### src/rtl/iob_ram_dp_arb_pkg.sv
// Shared types and helpers for the dual-port RAM arbiter.
// The pointer width is a function because the requester count is a parameter of the top.
package iob_ram_dp_arb_pkg;

  typedef enum logic {
    PORT_A = 1'b0,
    PORT_B = 1'b1
  } portSel_e;

  function automatic int ptrWidth(input int n);
    return (n > 1) ? $clog2(n) : 1;
  endfunction

endpackage

### src/rtl/iob_rr_pick.sv
// Rotating find-first-set: returns the first set bit of mask when scanning
// ptr, ptr+1, ... modulo N.
module iob_rr_pick
  import iob_ram_dp_arb_pkg::*;
#(
  parameter int N     = 4,
  parameter int PTR_W = ptrWidth(N)
) (
  input  logic [N-1:0]     mask,
  input  logic [PTR_W-1:0] ptr,
  output logic             found,
  output logic [PTR_W-1:0] idx
);

  logic [2*N-1:0] doubled;
  logic [N-1:0]   rotated;
  logic [PTR_W:0] sum;

  // Rotating by shifting a doubled copy keeps the scan free of variable bit selects.
  assign doubled = {mask, mask};
  assign rotated = N'(doubled >> ptr);

  always_comb begin
    found = 1'b0;
    sum   = '0;
    // Descending loop so the lowest rotated position wins.
    for (int k = N - 1; k >= 0; k--) begin
      if (rotated[k]) begin
        found = 1'b1;
        sum   = {1'b0, ptr} + (PTR_W + 1)'(k);
      end
    end
    idx = (sum >= (PTR_W + 1)'(N)) ? PTR_W'(sum - (PTR_W + 1)'(N)) : sum[PTR_W-1:0];
  end

endmodule

### src/rtl/iob_ram_dp_arb.sv
// Round-robin arbiter sharing one dual-port RAM among N_REQ requesters:
// up to two grants per cycle, same-address hazards blocked, read data routed back.
module iob_ram_dp_arb
  import iob_ram_dp_arb_pkg::*;
#(
  parameter int N_REQ  = 4,
  parameter int DATA_W = 8,
  parameter int ADDR_W = 6
) (
  input  logic                      clk,
  input  logic                      rst,
  input  logic [N_REQ-1:0]          req_valid,
  input  logic [N_REQ-1:0]          req_we,
  input  logic [N_REQ*ADDR_W-1:0]   req_addr,
  input  logic [N_REQ*DATA_W-1:0]   req_wdata,
  output logic [N_REQ-1:0]          req_ready,
  output logic [N_REQ-1:0]          rsp_valid,
  output logic [N_REQ*DATA_W-1:0]   rsp_data,
  output logic                      ram_enA,
  output logic                      ram_weA,
  output logic [ADDR_W-1:0]         ram_addrA,
  output logic [DATA_W-1:0]         ram_dinA,
  input  logic [DATA_W-1:0]         ram_doutA,
  output logic                      ram_enB,
  output logic                      ram_weB,
  output logic [ADDR_W-1:0]         ram_addrB,
  output logic [DATA_W-1:0]         ram_dinB,
  input  logic [DATA_W-1:0]         ram_doutB
);

  localparam int PTR_W = ptrWidth(N_REQ);

  function automatic logic [PTR_W-1:0] nextIdx(input logic [PTR_W-1:0] x);
    return (x == PTR_W'(N_REQ - 1)) ? '0 : x + PTR_W'(1);
  endfunction

  logic [ADDR_W-1:0] addrArr  [N_REQ];
  logic [DATA_W-1:0] wdataArr [N_REQ];

  logic              foundA, foundB, grantA, grantB;
  logic [PTR_W-1:0]  idxA, idxB, ptrB;
  logic [PTR_W-1:0]  rrPtrReg, rrPtrNext;
  logic              weSelA, weSelB;
  logic [ADDR_W-1:0] addrSelA;
  logic [N_REQ-1:0]  conflict, maskB, oneHotA, oneHotB;
  logic [N_REQ-1:0]  rspValidReg, rspValidNext;
  portSel_e          rspSelReg  [N_REQ];
  portSel_e          rspSelNext [N_REQ];

  genvar gi;
  generate
    for (gi = 0; gi < N_REQ; gi++) begin : g_unpack
      assign addrArr[gi]  = req_addr[gi*ADDR_W +: ADDR_W];
      assign wdataArr[gi] = req_wdata[gi*DATA_W +: DATA_W];
    end
  endgenerate

  iob_rr_pick #(.N(N_REQ), .PTR_W(PTR_W)) pickA (
    .mask  (req_valid),
    .ptr   (rrPtrReg),
    .found (foundA),
    .idx   (idxA)
  );

  assign addrSelA = addrArr[idxA];
  assign weSelA   = req_we[idxA];
  assign oneHotA  = N_REQ'(1) << idxA;
  assign ptrB     = nextIdx(idxA);

  // Two reads of one address may share a cycle; anything involving a write may not.
  generate
    for (gi = 0; gi < N_REQ; gi++) begin : g_conflict
      assign conflict[gi] = (addrArr[gi] == addrSelA) && (weSelA || req_we[gi]);
    end
  endgenerate

  assign maskB = req_valid & ~conflict & ~oneHotA;

  iob_rr_pick #(.N(N_REQ), .PTR_W(PTR_W)) pickB (
    .mask  (maskB),
    .ptr   (ptrB),
    .found (foundB),
    .idx   (idxB)
  );

  assign weSelB  = req_we[idxB];
  assign oneHotB = N_REQ'(1) << idxB;
  assign grantA  = foundA & ~rst;
  assign grantB  = foundB & ~rst;

  assign req_ready = ({N_REQ{grantA}} & oneHotA) | ({N_REQ{grantB}} & oneHotB);

  assign ram_enA   = grantA;
  assign ram_weA   = grantA & weSelA;
  assign ram_addrA = addrSelA;
  assign ram_dinA  = wdataArr[idxA];
  assign ram_enB   = grantB;
  assign ram_weB   = grantB & weSelB;
  assign ram_addrB = addrArr[idxB];
  assign ram_dinB  = wdataArr[idxB];

  always_comb begin
    rrPtrNext = rrPtrReg;
    if (grantB) begin
      rrPtrNext = nextIdx(idxB);
    end else if (grantA) begin
      rrPtrNext = nextIdx(idxA);
    end
  end

  always_ff @(posedge clk) begin
    if (rst) begin
      rrPtrReg <= '0;
    end else begin
      rrPtrReg <= rrPtrNext;
    end
  end

  // Per-requester response tracking: one pulse per granted read, tagged with its port.
  generate
    for (gi = 0; gi < N_REQ; gi++) begin : g_rsp
      assign rspValidNext[gi] = (grantA && (idxA == PTR_W'(gi)) && !weSelA) ||
                                (grantB && (idxB == PTR_W'(gi)) && !weSelB);
      assign rspSelNext[gi]   = (grantB && (idxB == PTR_W'(gi))) ? PORT_B : PORT_A;

      always_ff @(posedge clk) begin
        if (rst) begin
          rspValidReg[gi] <= 1'b0;
          rspSelReg[gi]   <= PORT_A;
        end else begin
          rspValidReg[gi] <= rspValidNext[gi];
          rspSelReg[gi]   <= rspSelNext[gi];
        end
      end

      // Reset in the return cycle drops the response outright.
      assign rsp_valid[gi] = rspValidReg[gi] & ~rst;
      assign rsp_data[gi*DATA_W +: DATA_W] =
        !rsp_valid[gi]           ? '0 :
        (rspSelReg[gi] == PORT_B) ? ram_doutB : ram_doutA;
    end
  endgenerate

endmodule

### config.mk
export PLATFORM = sky130hd
export DESIGN_NAME = iob_ram_dp_arb
export DESIGN_NICKNAME = d
export VERILOG_FILES = /design/src/rtl/iob_ram_dp_arb_pkg.sv /design/src/rtl/iob_rr_pick.sv /design/src/rtl/iob_ram_dp_arb.sv
export SDC_FILE = /design/constraint.sdc
export NUM_CORES = 1
export LEC_CHECK = 0
export ABC_CLOCK_PERIOD_IN_PS = 7200
export CAP_MARGIN = 20
export CORE_UTILIZATION = 40
export CTS_CLUSTER_DIAMETER = 60
export DETAILED_ROUTE_END_ITERATION = 10
export PLACE_DENSITY = 0.85
export SLEW_MARGIN = 5
export SYNTH_ARGS = -nofsm -noshare
export SYNTH_HDL_FRONTEND = slang
export SYNTH_HIERARCHICAL = 1
export SYNTH_SLANG_ARGS = --single-unit
### constraint.sdc
create_clock -name clk -period 7.2 [get_ports clk]
set_input_delay 1.44 -clock clk [delete_from_list [all_inputs] [get_ports clk]]
set_output_delay 1.44 -clock clk [all_outputs]
set_load 0.01 [all_outputs]
==> qor.yml, run 1 <==
timing:
  slew_headroom_pct: 64.2
  period_needed_ns: 7.07
  hold_viol_final: 0
  fmax_mhz: 141
  fin_crit_sh_pct: 98.2
  tightestPinTransition_ns: 0.536
  fin_hold_ws_ns: 0.736
  rsz0062_at_grt: "no"
  maxSlewViolCount: 0
  skew_ns: 0.00472
  setup_violations: 0
logic_synthesis:
  postSynthAreaPerCell_sq_um: 8.16
  synth-main-ff-cell: "dfxtp_1"
  synth_seq_cells: 10
  netlist_area_sq_um: 2810
  async_reset_ff_share_pct: 0
  netlist_instances: 345
  yosys_warnings: 6
  syn_nets: 435
  synth_edf_count: 0
  yosysUniqueCellTypes: 47
  yosysSeqAreaShare_pct: 7.11
drt:
  firstDrtPassIters: 4
  met2WireLength_microns: 4900
  top_layer: "met4"
  wl_met1_microns: 3710
  wl_per_cell_microns: 16.2
  num_vias: 3140
  drc_errors: 0
  met3_length_microns: 674
  totalWireLength_microns: 9400
  drt_iter0_markers: 100
  antenna_left: 0
  via_per_inst: 5.40
clock_tree:
  clockBufferDepth: 2
  cts_tree: "built"
  cts_hold_buf: 0
  cts-root-buf: "clkbuf_8"
  h-tree-depth: 1
  clk_latency_ns: 0.23
  path_clk_slew_ns: 0.05
  cts.sinks: 10
  cts_made_buffers: 3
run:
  max_cap_viol_count: 0
floorplan:
  core_area_sq_um: 6790
  rows: 30
  initial_core_util_pct: 41.4
  die_h_microns: 85.9
  die_w_microns: 85.9
  dieArea_sq_um: 7370
  ios: 154
global_routing:
  grt_pass1_wl_microns: 14600
  grtUsageTotal_pct: 24.5
  overflow: 0
  grt_pass1_vias: 3097
  grt_max_degree: 23
  antenna_found_initial: 0
critical_path:
  reg2reg_slack_ns: 3.49
  criticalPathCategory: "in -> out"
  r2r-end: "rspValidReg[3]"
  crit_arrival_ns: 5.63
  ff2ff_path_depth: 13
  crit_required_ns: 5.76
  crit_path_start_kind: "input port"
  crit_fanout: 13
  cp-end-kind: "primary output"
  rr_startpoint: "rrPtrReg[0]"
placement:
  gp_congestion: 0.896
  dpl_cell_area_sq_um: 4470
  port_buffers: 153
  place_hpwl_microns: 7730
final_layout:
  multi_input_area_sq_um: 2370
  final_cell_area_sq_um: 4600
  antennaDiodeCount: 0
  drive_above_1_share_pct: 13.0
  layout.nets: 577
  seqCellArea_sq_um: 200
  num-fill-cells: 566
  areaGrowthSynthToFinish_pct: 63.3
run_status:
  status: "finished, final reports clean"
worst_hold_path:
  min-delay-start: "rrPtrReg[0]"
  worst_hold_path.num_cells: 3
  hold_end: "rrPtrReg[0]"
  hp-class: "reg -> reg"
power_and_ir_drop:
  p_leak_nw: 1.72
  power_density_nw_per_um2: 276
  peakVddDrop_mv: 0.154
==> worst max-delay path: stages <==
cell and delay, ns:
clkdlybuf4s50_1 0.53, inv_1 0.07, a221o_1 0.41, a21oi_2 0.33, buf_4 0.19, buf_4 0.18
mux2i_1 0.23, xor2_1 0.21, a31oi_1 0.13, o311a_1 0.35, o221ai_1 0.29, a21oi_4 0.12
buf_12 0.17, inv_1 0.08, ha_1 0.14, nand2_1 0.08, o21ai_0 0.10, clkdlybuf4s50_1 0.58
==> through the flow <==
step	worst slack [ns]	total power [W]	util (%)	setup TNS, ns	cells
after floorplan	0.918	0.000718	-	0	345
after global placement	0.144	0.00115	65.8	0	573
after detailed placement	-0.0115	0.00117	65.8	-0.0115	573
after CTS	0.00170	0.00123	66.4	0	576
after global routing	0.000113	0.00135	67.6	0	581
final	0.129	0.00127	67.6	0	581
==> cell usage in the layout, fill, tap and decap left out, types with 7 or more instances in the layout <==
master           count
nor2b_1              7
nand2b_1             8
inv_1               25
xnor2_1             18
xor2_1              23
mux4_2              24
dfxtp_1             10
mux2i_1             44
a21oi_1             14
buf_4               18
o21ai_0              7
ha_1                 8
clkdlybuf4s50_1    153
nor2_1              42
nand2_1             13
==> how the worst max path moves through the flow <==
| stage | slack, ns | start | end | depth (start not counted) |
|---|---|---|---|---|
| 2_1_floorplan | 0.92 | req_valid[1] | ram_addrB[4] | 15 |
| 3_3_place_gp | 0.14 | req_valid[1] | ram_addrB[4] | 16 |
| 3_5_place_dp | -0.01 | req_valid[1] | ram_dinB[0] | 15 |
| 4_1_cts | 0.002 | req_valid[1] | ram_dinB[0] | 15 |
| 5_1_grt | 0.0001 | req_valid[1] | req_ready[2] | 18 |
| 6_report | 0.13 | req_valid[1] | req_ready[2] | 18 |
==> Yosys cell counts, types with 3 or more instances <==
library cell / count / area (sq um)
clkbuf_1: 18 / 67.6
nor3_1: 4 / 20.0
nor2_1: 42 / 158
o21ai_0: 7 / 35.0
nand3_1: 4 / 20.0
a211oi_1: 5 / 37.5
inv_1: 25 / 93.8
mux2i_2: 3 / 41.3
dfxtp_1: 10 / 200
buf_2: 13 / 65.1
nand2_1: 13 / 48.8
mux4_2: 24 / 541
ha_1: 8 / 100
buf_4: 4 / 30.0
a31oi_1: 5 / 31.3
mux2i_1: 45 / 450
o211ai_1: 3 / 22.5
nand2b_1: 8 / 50.1
nor2b_1: 7 / 43.8
o2bb2ai_1: 3 / 26.3
xor2_1: 23 / 201
a21oi_1: 18 / 90.1
xnor2_1: 18 / 158
==> per-layer routing <==
metal,GRT usage [%],vias up
met5,0,-
met4,7.88,0
met3,4.81,12
met2,46.2,135
met1,27.5,1472
li1,-,1521
==> state kept, by name, summed over array words and instances, names as in the netlist <==
| name | flops |
|---|---|
| rspSelReg | 4 |
| rspValidReg | 4 |
| rrPtrReg | 2 |
==> report_power, final <==
group | switching, W | internal (W)
clock network | 0.0000199 | 0.0000364
registers | 0.0000371 | 0.0000748
logic | 0.000483 | 0.000617
total | 0.000540 | 0.000728
==> cell type report <==
type | instances | area share, %
clock buffers | 3 | 0.898
flip-flops and latches | 10 | 4.36
inverters | 26 | 2.12
well taps | 96 | 2.61
multi-input cells | 270 | 51.6
repair buffers | 176 | 38.4
==> cell families (layout without fill, tap and decap cells) <==
logic type      Yosys count  after routing  share of synthesized area [%]
xor+xnor                 41             41                           12.8
compound gates           61             62                           14.7
simple gates             85             85                           13.7
fa+ha+maj                 8              8                           3.56
mux                      74             74                           37.5
buf+inv                  66            205                           10.7
flops                    10             10                           7.11
==> timing repair <==
action	4_1_cts	5_1_grt
gates cloned	0	1
pin swaps	1	3
setup endpoints to repair	3	19
buffers inserted	0	4
resized for setup	0	3
No activity file was read; power rests on OpenSTA's default activity.
==> inputs of run 2 (changes only) <==
- REMOVE_ABC_BUFFERS: default -> 1
==> run 2 against run 1 <==
  * Final cell count down 0.86%
  * Clock skew down 0.0044 ns
  * Global-route usage up 1.2 points
  * Routed wire length up 4.2%
  * First-iteration DRC count up 4.0%
  * Total power up 0.98%
  * Utilization down 0.33 points
  * Critical endpoint is now ram_addrB[2]
  * Largest cell class unchanged
==> qor.yml, run 2 (synthesis results as in run 1) <==
global_routing:
  antenna_found_initial: 0  # unchanged
  grt-busiest-layer: "met2"  # unchanged
  grt_pass1_wl_microns: 15100  # was 14600 microns
  grt_pass1_vias: 3202  # was 3097
  grtUsageTotal_pct: 25.8  # was 24.5%
  grt_max_degree: 22  # was 23
  grtUsageMet2_pct: 49.7  # was 46.2%
  overflow: 0  # unchanged
  grtUsageMet3_pct: 4.72  # was 4.81%
  grtUsageMet1_pct: 27.5  # about the same
clock_tree:
  cts.sinks: 10  # unchanged
  cts_made_buffers: 3  # unchanged
  path_clk_slew_ns: 0.04  # was 0.05 ns
  h-tree-depth: 1  # unchanged
  cts-root-buf: "clkbuf_8"  # unchanged
  clockBufferDepth: 2  # unchanged
  cts_tree: "built"  # unchanged
  clk_latency_ns: 0.23  # about the same
final_layout:
  mostFrequentLayoutCell: "clkdlybuf4s50_1"  # unchanged
  mostFrequentLayoutCells: "clkdlybuf4s50_1, mux2i_1, nor2_1, inv_1, mux4_2"  # unchanged
  drive_above_1_share_pct: 12.1  # was 13.0%
  finish.utilization_pct: 67.3  # was 67.6%
  layout.nets: 572  # was 577
  areaGrowthSynthToFinish_pct: 62.5  # was 63.3%
  top_regs: "rspSelReg: 4 flops, rspValidReg: 4 flops, rrPtrReg: 2 flops"  # unchanged
  antennaDiodeCount: 0  # unchanged
critical_path:
  cp-end-kind: "primary output"  # unchanged
  crit_fanout: 6  # was 13
  crit_chain: "clkdlybuf4s50_1, inv_1, a221o_1, a21oi_4, buf_4, mux2i_1, xor2_1, nand4_1, a21oi_1, a311oi_2, inv_1, a221o_1, a21oi_4, clkbuf_16, mux4_2, clkdlybuf4s50_1"  # was clkdlybuf4s50_1, inv_1, a221o_1, a21oi_2, buf_4, buf_4, mux2i_1, xor2_1, a31oi_1, o311a_1, o221ai_1, a21oi_4, buf_12, inv_1, ha_1, nand2_1, o21ai_0, clkdlybuf4s50_1
  crit_path_start_kind: "input port"  # unchanged
  crit_required_ns: 5.76  # about the same
  criticalPathCategory: "in -> out"  # unchanged
  cp_slowest_cell: "clkdlybuf4s50_1"  # unchanged
  cpPeakStageDelay_ns: 0.51  # was 0.58 ns
  crit_arrival_ns: 5.70  # was 5.63 ns
drt:
  drc_errors: 0  # unchanged
  antenna_left: 0  # unchanged
  num_vias: 3255  # was 3140
  totalWireLength_microns: 9790  # was 9400 microns
  drt_iter0_markers: 104  # was 100
  via_per_inst: 5.65  # was 5.40
  firstDrtPassIters: 5  # was 4
  wl_per_cell_microns: 17.0  # was 16.2 microns
timing:
  setup_violations: 0  # unchanged
  skew_ns: 0.000337  # was 0.00472 ns
  hold_viol_final: 0  # unchanged
  slew_headroom_pct: 65.4  # was 64.2%
  fmax_mhz: 140  # was 141 MHz
  fin_crit_sh_pct: 99.2  # was 98.2%
  tightestPinTransition_ns: 0.519  # was 0.536 ns
  maxSlewViolCount: 0  # unchanged
  period_needed_ns: 7.14  # was 7.07 ns
  fin_hold_ws_ns: 0.703  # was 0.736 ns
run:
  max_cap_viol_count: 0  # unchanged
placement:
  port_buffers: 153  # unchanged
  gp_congestion: 0.922  # was 0.896
  place_hpwl_microns: 7920  # was 7730 microns
power_and_ir_drop:
  fin_total_pwr_w: 0.00128  # was 0.00127 W
  power_density_nw_per_um2: 280  # was 276 nW/um^2
  peakVddDrop_mv: 0.176  # was 0.154 mV
  p_leak_nw: 1.73  # was 1.72 nW
floorplan:
  rows: 30  # unchanged
  die_h_microns: 85.9  # unchanged
  ios: 154  # unchanged
  initial_core_util_pct: 41.4  # unchanged
  core_area_sq_um: 6790  # unchanged
  dieArea_sq_um: 7370  # unchanged
  die_w_microns: 85.9  # unchanged
run_status:
  status: "finished, final reports clean"  # unchanged
worst_hold_path:
  hp-class: "reg -> reg"  # unchanged
-- run 2: final timing paths --
path / from / to / slack [ns] / cells after the start
worst min register to register: rrPtrReg[0] / rrPtrReg[0] / 0.70 / 3
worst max-delay path: req_valid[1] / ram_addrB[2] / 0.06 / 16
worst min-delay path: rrPtrReg[0] / rrPtrReg[0] / 0.70 / 3
worst max register to register: rrPtrReg[0] / rspValidReg[3] / 3.38 / 15
-- run 2: repair_timing --
item	in CTS	in global routing
gates cloned	0	1
endpoints found under the setup margin	15	19
buffers inserted	0	4
resized for setup	1	7
pin swaps	0	6
hold buffers	0	0
-- run 2: critical path: cells and delay by family --
family | cells | cell delay [ns]
XOR/XNOR | 1 | 0.13
AO/OA/AOI/OAI | 6 | 1.67
buffers and inverters | 6 | 1.55
AND/OR/NAND/NOR | 1 | 0.12
multiplexers | 2 | 0.78
-- run 2: layer usage --
layer  vias to the layer above  part of all wire, %
met3                        21                  8.5
met5                         -                    0
li1                       1504                    -
met2                       207                   53
met4                         0                  2.3
met1                      1523                   36
-- run 2: final cells by class --
cell class / count / area (sq um)
Inverter: 26 / 97.6
Clock buffer: 3 / 41.3
Timing Repair Buffer: 172 / 1740
Tap cell: 96 / 120
Multi-Input combinational cell: 269 / 2370
Fill cell: 565 / 2220
Sequential cell: 10 / 200
-- run 2: report_power, final --
part	leakage, nW	internal (W)	switching, W
Combinational	1.62	0.000618	0.000497
Sequential	0.0821	0.0000748	0.0000360
Clock	0.0216	0.0000363	0.0000185
Total	1.73	0.000730	0.000551
-- run 2: per-stage QoR --
step	cell area [sq um]	setup TNS [ns]	worst slack (ns)	instances
after CTS	4480	0	0.0405	572
after global placement	4430	0	0.132	569
final	4570	0	0.0559	576
after floorplan	2610	-56.81	-2.62	305
after detailed placement	4430	-0.326	-0.0515	569
after global routing	4570	-0.832	-0.0681	576
